**src/rtl/eep_arb_pkg.sv**
```systemverilog
// Shared types and widths for the EEPROM access arbiter.
package eep_arb_pkg;

   localparam int EEP_AW = 2;
   localparam int EEP_DW = 14;

   typedef enum logic [1:0] {IDLE, RD, WR, VFY} state_t;
   typedef enum logic {OWN_CTRL, OWN_CMD} owner_t;

endpackage

```
**src/rtl/eep_arb_if.sv**
```systemverilog
// Requester handshakes and EEPROM pins of the arbiter, bundled for port connection.
interface eep_arb_if;
   import eep_arb_pkg::*;

   logic              ctrl_req;
   logic [EEP_AW-1:0] ctrl_addr;
   logic              ctrl_done;
   logic              cmd_req;
   logic              cmd_wr;
   logic [EEP_AW-1:0] cmd_addr;
   logic [EEP_DW-1:0] cmd_wr_data;
   logic              cmd_done;
   logic              cmd_err;
   logic [EEP_DW-1:0] rd_data;
   logic              busy;
   logic [EEP_AW-1:0] eep_addr;
   logic              eep_cs_n;
   logic              eep_r_w_n;
   logic              chrg_pmp_en;
   logic [EEP_DW-1:0] eep_wr_data;
   logic [EEP_DW-1:0] eep_rd_data;

   modport slave (
      input  ctrl_req, ctrl_addr, cmd_req, cmd_wr, cmd_addr, cmd_wr_data, eep_rd_data,
      output ctrl_done, cmd_done, cmd_err, rd_data, busy,
             eep_addr, eep_cs_n, eep_r_w_n, chrg_pmp_en, eep_wr_data
   );

   modport master (
      output ctrl_req, ctrl_addr, cmd_req, cmd_wr, cmd_addr, cmd_wr_data, eep_rd_data,
      input  ctrl_done, cmd_done, cmd_err, rd_data, busy,
             eep_addr, eep_cs_n, eep_r_w_n, chrg_pmp_en, eep_wr_data
   );

endinterface

```
**src/rtl/eep_chrg_timer.sv**
```systemverilog
// Charge-pump down-counter: load starts a write window, expire_o marks its last cycle.
module eep_chrg_timer #(
   parameter int CHRG_CYCLES = 2400000
) (
   input  logic clk,
   input  logic rst,
   input  logic load_i,
   input  logic en_i,
   output logic expire_o
);

   localparam int            CW       = $clog2(CHRG_CYCLES + 1);
   localparam logic [CW-1:0] LOAD_VAL = CW'(CHRG_CYCLES);

   logic [CW-1:0] cnt_q, cnt_d;

   always_comb begin
      cnt_d = cnt_q;
      if (load_i) begin
         cnt_d = LOAD_VAL;
      end else if (en_i && (cnt_q != '0)) begin
         cnt_d = cnt_q - 1'b1;
      end
   end

   always_ff @(posedge clk) begin
      if (rst) begin
         cnt_q <= '0;
      end else begin
         cnt_q <= cnt_d;
      end
   end

   // Count was loaded with the full window, so the value 1 is the final enabled cycle.
   assign expire_o = en_i && (cnt_q == CW'(1));

endmodule

```
**src/rtl/eep_arb.sv**
```systemverilog
// EEPROM arbiter/sequencer between the PID sequencer (ctrl) and UART interpreter (cmd).
// Optional write readback check enabled by defining EEP_WR_VERIFY_EN.
module eep_arb
   import eep_arb_pkg::*;
#(
   parameter int CHRG_CYCLES = 2400000,
   parameter int MAX_DEFER   = 4
) (
   input logic         clk,
   input logic         rst,
   eep_arb_if.slave    bus
);

   localparam int             DFW       = $clog2(MAX_DEFER + 1);
   localparam logic [DFW-1:0] DEFER_MAX = DFW'(MAX_DEFER);

   state_t            state_q, state_d;
   owner_t            owner_q, owner_d;
   logic [DFW-1:0]    defer_q, defer_d;
   logic [EEP_AW-1:0] eep_addr_q, eep_addr_d;
   logic [EEP_DW-1:0] eep_wr_data_q, eep_wr_data_d;
   logic [EEP_DW-1:0] rd_data_q, rd_data_d;
   logic              eep_cs_n_q, eep_cs_n_d;
   logic              eep_r_w_n_q, eep_r_w_n_d;
   logic              chrg_q, chrg_d;
   logic              ctrl_done_q, ctrl_done_d;
   logic              cmd_done_q, cmd_done_d;
   logic              cmd_err_q, cmd_err_d;
   logic              tmr_load, tmr_en, tmr_expire;
   logic              grant_cmd;

   eep_chrg_timer #(.CHRG_CYCLES(CHRG_CYCLES)) u_timer (
      .clk      (clk),
      .rst      (rst),
      .load_i   (tmr_load),
      .en_i     (tmr_en),
      .expire_o (tmr_expire)
   );

   // Pin values are computed one cycle ahead so every EEPROM pin comes straight off a flop.
   always_comb begin
      state_d       = state_q;
      owner_d       = owner_q;
      defer_d       = defer_q;
      eep_addr_d    = eep_addr_q;
      eep_wr_data_d = eep_wr_data_q;
      rd_data_d     = rd_data_q;
      eep_cs_n_d    = 1'b1;
      eep_r_w_n_d   = 1'b1;
      chrg_d        = 1'b0;
      ctrl_done_d   = 1'b0;
      cmd_done_d    = 1'b0;
      cmd_err_d     = 1'b0;
      tmr_load      = 1'b0;
      tmr_en        = 1'b0;
      grant_cmd     = 1'b0;

      case (state_q)
         IDLE: begin
            if (!bus.cmd_req) begin
               defer_d = '0;
            end
            // A done cycle never arbitrates, so a req the requester is still dropping is ignored.
            if (!ctrl_done_q && !cmd_done_q) begin
               grant_cmd = bus.cmd_req && (!bus.ctrl_req || (defer_q == DEFER_MAX));
               if (grant_cmd) begin
                  owner_d    = OWN_CMD;
                  eep_addr_d = bus.cmd_addr;
                  defer_d    = '0;
                  eep_cs_n_d = 1'b0;
                  if (bus.cmd_wr) begin
                     state_d       = WR;
                     eep_r_w_n_d   = 1'b0;
                     chrg_d        = 1'b1;
                     eep_wr_data_d = bus.cmd_wr_data;
                     tmr_load      = 1'b1;
                  end else begin
                     state_d = RD;
                  end
               end else if (bus.ctrl_req) begin
                  owner_d    = OWN_CTRL;
                  eep_addr_d = bus.ctrl_addr;
                  eep_cs_n_d = 1'b0;
                  state_d    = RD;
                  if (bus.cmd_req && (defer_q < DEFER_MAX)) begin
                     defer_d = defer_q + 1'b1;
                  end
               end
            end
         end

         RD: begin
            rd_data_d = bus.eep_rd_data;
            state_d   = IDLE;
            if (owner_q == OWN_CTRL) begin
               ctrl_done_d = 1'b1;
            end else begin
               cmd_done_d = 1'b1;
            end
         end

         WR: begin
            tmr_en = 1'b1;
            if (tmr_expire) begin
`ifdef EEP_WR_VERIFY_EN
               state_d    = VFY;
               eep_cs_n_d = 1'b0;
`else
               state_d    = IDLE;
               cmd_done_d = 1'b1;
`endif
            end else begin
               eep_cs_n_d  = 1'b0;
               eep_r_w_n_d = 1'b0;
               chrg_d      = 1'b1;
            end
         end

`ifdef EEP_WR_VERIFY_EN
         VFY: begin
            rd_data_d  = bus.eep_rd_data;
            cmd_err_d  = (bus.eep_rd_data != eep_wr_data_q);
            cmd_done_d = 1'b1;
            state_d    = IDLE;
         end
`endif

         default: begin
            state_d = IDLE;
         end
      endcase
   end

   always_ff @(posedge clk) begin
      if (rst) begin
         state_q       <= IDLE;
         owner_q       <= OWN_CTRL;
         defer_q       <= '0;
         eep_addr_q    <= '0;
         eep_wr_data_q <= '0;
         rd_data_q     <= '0;
         eep_cs_n_q    <= 1'b1;
         eep_r_w_n_q   <= 1'b1;
         chrg_q        <= 1'b0;
         ctrl_done_q   <= 1'b0;
         cmd_done_q    <= 1'b0;
         cmd_err_q     <= 1'b0;
      end else begin
         state_q       <= state_d;
         owner_q       <= owner_d;
         defer_q       <= defer_d;
         eep_addr_q    <= eep_addr_d;
         eep_wr_data_q <= eep_wr_data_d;
         rd_data_q     <= rd_data_d;
         eep_cs_n_q    <= eep_cs_n_d;
         eep_r_w_n_q   <= eep_r_w_n_d;
         chrg_q        <= chrg_d;
         ctrl_done_q   <= ctrl_done_d;
         cmd_done_q    <= cmd_done_d;
         cmd_err_q     <= cmd_err_d;
      end
   end

   assign bus.ctrl_done   = ctrl_done_q;
   assign bus.cmd_done    = cmd_done_q;
   assign bus.cmd_err     = cmd_err_q;
   assign bus.rd_data     = rd_data_q;
   assign bus.busy        = (state_q != IDLE);
   assign bus.eep_addr    = eep_addr_q;
   assign bus.eep_cs_n    = eep_cs_n_q;
   assign bus.eep_r_w_n   = eep_r_w_n_q;
   assign bus.chrg_pmp_en = chrg_q;
   assign bus.eep_wr_data = eep_wr_data_q;

endmodule

```
**src/flat_wrapper.sv**
```systemverilog
// flat-port wrapper written by rule: the top's interface ports become plain ports
module eep_arb_flat import eep_arb_pkg::*;
#(
   parameter int CHRG_CYCLES = 2400000,
   parameter int MAX_DEFER   = 4
)
  (clk, rst, bus_ctrl_req, bus_ctrl_addr, bus_cmd_req, bus_cmd_wr, bus_cmd_addr, bus_cmd_wr_data, bus_eep_rd_data, bus_ctrl_done, bus_cmd_done, bus_cmd_err, bus_rd_data, bus_busy, bus_eep_addr, bus_eep_cs_n, bus_eep_r_w_n, bus_chrg_pmp_en, bus_eep_wr_data);
  eep_arb_if bus_i ();
  input logic clk;
  input logic rst;
  input wire logic [$bits(bus_i.ctrl_req)-1:0] bus_ctrl_req;
  input wire logic [$bits(bus_i.ctrl_addr)-1:0] bus_ctrl_addr;
  input wire logic [$bits(bus_i.cmd_req)-1:0] bus_cmd_req;
  input wire logic [$bits(bus_i.cmd_wr)-1:0] bus_cmd_wr;
  input wire logic [$bits(bus_i.cmd_addr)-1:0] bus_cmd_addr;
  input wire logic [$bits(bus_i.cmd_wr_data)-1:0] bus_cmd_wr_data;
  input wire logic [$bits(bus_i.eep_rd_data)-1:0] bus_eep_rd_data;
  output wire logic [$bits(bus_i.ctrl_done)-1:0] bus_ctrl_done;
  output wire logic [$bits(bus_i.cmd_done)-1:0] bus_cmd_done;
  output wire logic [$bits(bus_i.cmd_err)-1:0] bus_cmd_err;
  output wire logic [$bits(bus_i.rd_data)-1:0] bus_rd_data;
  output wire logic [$bits(bus_i.busy)-1:0] bus_busy;
  output wire logic [$bits(bus_i.eep_addr)-1:0] bus_eep_addr;
  output wire logic [$bits(bus_i.eep_cs_n)-1:0] bus_eep_cs_n;
  output wire logic [$bits(bus_i.eep_r_w_n)-1:0] bus_eep_r_w_n;
  output wire logic [$bits(bus_i.chrg_pmp_en)-1:0] bus_chrg_pmp_en;
  output wire logic [$bits(bus_i.eep_wr_data)-1:0] bus_eep_wr_data;
  assign bus_i.ctrl_req = bus_ctrl_req;
  assign bus_i.ctrl_addr = bus_ctrl_addr;
  assign bus_i.cmd_req = bus_cmd_req;
  assign bus_i.cmd_wr = bus_cmd_wr;
  assign bus_i.cmd_addr = bus_cmd_addr;
  assign bus_i.cmd_wr_data = bus_cmd_wr_data;
  assign bus_i.eep_rd_data = bus_eep_rd_data;
  assign bus_ctrl_done = bus_i.ctrl_done;
  assign bus_cmd_done = bus_i.cmd_done;
  assign bus_cmd_err = bus_i.cmd_err;
  assign bus_rd_data = bus_i.rd_data;
  assign bus_busy = bus_i.busy;
  assign bus_eep_addr = bus_i.eep_addr;
  assign bus_eep_cs_n = bus_i.eep_cs_n;
  assign bus_eep_r_w_n = bus_i.eep_r_w_n;
  assign bus_chrg_pmp_en = bus_i.chrg_pmp_en;
  assign bus_eep_wr_data = bus_i.eep_wr_data;
  eep_arb #(.CHRG_CYCLES(CHRG_CYCLES), .MAX_DEFER(MAX_DEFER)) u_core (.clk(clk), .rst(rst), .bus(bus_i));
endmodule
```
**config.mk**
```make
export PLATFORM = sky130hd
export DESIGN_NAME = eep_arb_flat
export DESIGN_NICKNAME = d
export VERILOG_FILES = /design/src/rtl/eep_arb_pkg.sv /design/src/rtl/eep_arb_if.sv /design/src/rtl/eep_chrg_timer.sv /design/src/rtl/eep_arb.sv /design/src/flat_wrapper.sv
export SDC_FILE = /design/constraint.sdc
export NUM_CORES = 1
export LEC_CHECK = 0
export ABC_AREA = 0
export ABC_CLOCK_PERIOD_IN_PS = 3000
export BUFFER_PORTS_ARGS = -buffer_cell sky130_fd_sc_hd__buf_2
export CORE_ASPECT_RATIO = 0.6
export CORE_MARGIN = 5
export CORE_UTILIZATION = 52
export CTS_CLUSTER_SIZE = 30
export DETAILED_ROUTE_END_ITERATION = 16
export GPL_ROUTABILITY_DRIVEN = 0
export PLACE_DENSITY = 0.87
export SKIP_CTS_REPAIR_TIMING = 1
export SLEW_MARGIN = 20
export SYNTH_ARGS = -nofsm -noshare
export SYNTH_HDL_FRONTEND = slang
export SYNTH_SLANG_ARGS = --single-unit
```
**constraint.sdc**
```tcl
create_clock -name clk -period 3 [get_ports clk]
set_clock_uncertainty 0.2 [all_clocks]
set_input_delay 0.15 -clock clk [delete_from_list [all_inputs] [get_ports clk]]
set_output_delay 0.15 -clock clk [all_outputs]
set_load 0.1 [all_outputs]
```
==> summary.md <==
| Metric | Value |
|---|---|
| Status | completed |
| Crit path DAT | 2.71 ns |
| Mux contribution to synthesized area | 6.08% |
| WS Path Type | reg2reg |
| DRC violations left | 0 |
| Dpl cell area | 3170 sq um |
| VDD IR max | 0.343 mV |
| Clock power frac | 30.4% |
| Sw Pwr | 866 uW |
| Slew Limit Headroom | 40.2% |
| Die H | 66.8 um |
| Worst Hold Slack | 0.120 ns |
| Routed wire length | 7.89 mm |
| Area delta synth->final | 32.2% |
| Area share of the largest cell type after synthesis | 45.1% |
| Critical path's slowest cell | or3b_2 |
| Final std cell area, no fill | 3700 sq um |
| Count leader, synth | dfxtp_1 |
| Primary FF master, synth | dfxtp_1 |
| Syn nets | 358 |
| CP startpoint kind | flop |
| Max cap viols | 0 |
| Number of global-route vias before repair | 2405 |
| Detail Route Antenna Nets | 0 |
| Largest net degree at the start of global routing | 39 |
| Crit path max fanout | 8 |
| First-pass GRT wire length | 11.4 mm |
| Largest family of logic cells by synthesized area | simple AND/OR/NAND/NOR gates |
| Synth cell types | 50 |
| Worst Path Buf+Inv | 1 |
| RSZ-0062 raised after global routing | no |
| Final Max Slew Viols | 0 |
| HPWL Detailed | 4.70 mm |
| Routed length per instance | 16.2 um |
| Internal Pwr Total | 1.36 mW |
| Tmin final | 2.64 ns |
| Final period util | 88.2% |
| Port bufs | 72 |
| Leading area contributor after synthesis | dfxtp_1 |
| Fin. Hold Viols | 0 |
| Share of layout cells above drive strength 1 | 24.2% |
| Vias per inst | 5.54 |
| CP peak stage delay | 0.55 ns |
| # clock sinks | 63 |
| Compound-cell area share of the yosys netlist | 13.5% |
| Post-synth top cells | 63 x dfxtp_1, 41 x nor2_1, 31 x nand2_1, 28 x a21oi_1, 17 x mux2i_1 |
| Pre-antenna DRT Iters | 4 |
| Mean area per synthesized cell | 8.94 sq um |
| Tightest Pin Transition | 0.897 ns |
| Area of the multi-input gates | 1410 sq um |
| Adder-Cell Fraction of Synth Area | 3.58% |
| Via Count | 2697 |
| Fmax | 378 MHz |
| CTS clk-pin slew, worst paths | 0.08 ns |
| Global route overflow | 0 |
| Register area share after synthesis | 45.1% |
| Finish-stage setup viols | 0 |
| Seq. cell area | 1260 sq um |
| H-tree depth | 3 |
| Initial antenna violation count | 0 |
| DRT iter0 DRCs | 209 |
| Simple-gate area share of the yosys netlist | 22.0% |
| Clk Latency, worst-skew pair | 0.35 ns |
| Synth area leaders | dfxtp_1 45%, mux2i_1 6.1%, nor2_1 5.5% |
| Number of enable flip-flop cells after synthesis | 0 |
| CP delay by family, top | simple AND/OR/NAND/NOR gates |
| Ys async rst share | 0% |
| Leakage | 1.57 nW |
| Setup TNS | 0 ns |
| CTS tree | done |
| Final #Nets | 461 |
| Clk buf depth | 2 |
| Post-Syn Area | 2800 sq um |
| Total track usage | 20.3% |
| Final setup margin | 0.355 ns |
| Hold Path Class | in2reg |
| CP required | 3.07 ns |
| Flop pwr share | 41.2% |
| Die X | 105 um |
| Synthesized flop and latch total | 63 |
| DP Worst Slack | 0.439 ns |
| Crit end category | flop |
| YS warnings | 0 |
| Die area | 7000 sq um |
| Starting Density | 54.5% |
| Fillers | 346 |
| Diode count | 0 |
| P per Cell Area | 603 nW/um^2 |
| Gate Count Post-Synth | 313 |
| Cell row count | 20 |
| Sw frac | 38.9% |
| XOR/XNOR Fraction of Synth Area | 5.01% |
| Comb power frac | 28.3% |
| Num ports | 74 |
| CP Cell Sequence | inv_1 -> ha_1 -> or3b_2 -> nor3_4 -> nand3_2 -> or4_1 -> a21oi_1 |
| Core Footprint | 5130 sq um |
| Inserted Clock Buffers | 9 |
| CTS root buf | clkbuf_8 |
-- registers in the layout, indices dropped and copies added (netlist names) --
register                flops
u_core.bus.chrg_pmp_en      1
u_core.bus.ctrl_done        1
u_core.bus.eep_r_w_n        1
u_core.bus.eep_cs_n         1
u_core.state_q              2
u_core.bus.eep_addr         2
u_core.bus.eep_wr_data     14
u_core.owner_q              1
u_core.defer_q              3
u_core.bus.rd_data         14
u_core.bus.cmd_done         1
u_core.u_timer.cnt_q       22
-- worst paths after layout --
check	startpoint	to	slack (ns)	depth (start not counted)
worst max-delay path	u_core.state_q[0]	u_core.u_timer.cnt_q[19]	0.36	7
worst min-delay path	bus_ctrl_req	u_core.defer_q[0]	0.12	5
worst max register to register	u_core.state_q[0]	u_core.u_timer.cnt_q[19]	0.36	7
worst min register to register	u_core.bus.eep_wr_data[8]	u_core.bus.eep_wr_data[8]	0.25	2
-- area by class of cell --
cell class | instances | area share (%)
Clock buffer | 9 | 3.35
Sequential cell | 63 | 34.1
Clock inverter | 7 | 1.49
Tap cell | 66 | 2.23
Timing Repair Buffer | 110 | 19.8
Multi-Input combinational cell | 223 | 38.1
Inverter | 9 | 0.914
-- tightest hold or removal path, stage by stage --
cell	delay [ns]
buf_2	0.14
nand3_1	0.09
nor3_1	0.06
mux2i_1	0.13
nor2_1	0.05
-- logic make-up after synthesis --
family	count (synthesis)
AO/OA/AOI/OAI	59
AND/OR/NAND/NOR	122
XOR/XNOR	16
adder cells (fa/ha/maj)	8
buffers and inverters	27
flip-flops	63
multiplexers	17
other	1
-- placed cells by master (no fill, tap or decap), types with 2 or more instances in the layout --
master and count:
a211oi_1 3, a21oi_1 28, a221o_1 2, a22o_1 2, a22oi_1 2, buf_2 72
buf_4 3, clkbuf_8 9, clkinvlp_4 2, dfxtp_1 63, dlygate4sd3_1 35, ha_1 8
inv_1 9, inv_6 3, mux2i_1 17, nand2_1 31, nand2b_1 2, nand3_1 7
nand4_1 4, nand4b_1 2, nor2_1 41, nor3_1 4, nor3b_1 4, nor4_1 7
o211ai_1 2, o21ai_0 7, o21ai_2 2, o31ai_1 3, or3_1 4, or3_2 3
or4_1 3, xnor2_1 4, xor2_1 12
-- metrics by stage --
| step | total power [mW] | utilization, % | std cells |
|---|---|---|---|
| floorplan | 1.42 | - | 313 |
| global placement | 1.50 | 61.8 | 436 |
| detailed placement | 1.51 | 61.8 | 436 |
| CTS | 2.18 | 65.2 | 452 |
| global route | 2.33 | 72.1 | 487 |
| finish | 2.23 | 72.1 | 487 |
-- routing by layer --
metal | GRT usage [%] | vias to the layer above | wire, um
met5 | 0 | - | 0
met4 | 7.81 | 0 | 221
met3 | 7.45 | 25 | 580
met2 | 33.1 | 101 | 3770
met1 | 24.6 | 1272 | 3310
li1 | - | 1299 | -
-- power groups by stage --
stage / Sequential, mW / Combinational [mW] / Clock, mW
global route: 0.923 / 0.670 / 0.733
detailed placement: 0.933 / 0.580 / 0
CTS: 0.915 / 0.584 / 0.676
finish: 0.918 / 0.631 / 0.678
floorplan: 1.15 / 0.266 / 0
global placement: 0.930 / 0.570 / 0
Note: power is estimated with default switching activity, not from simulation.
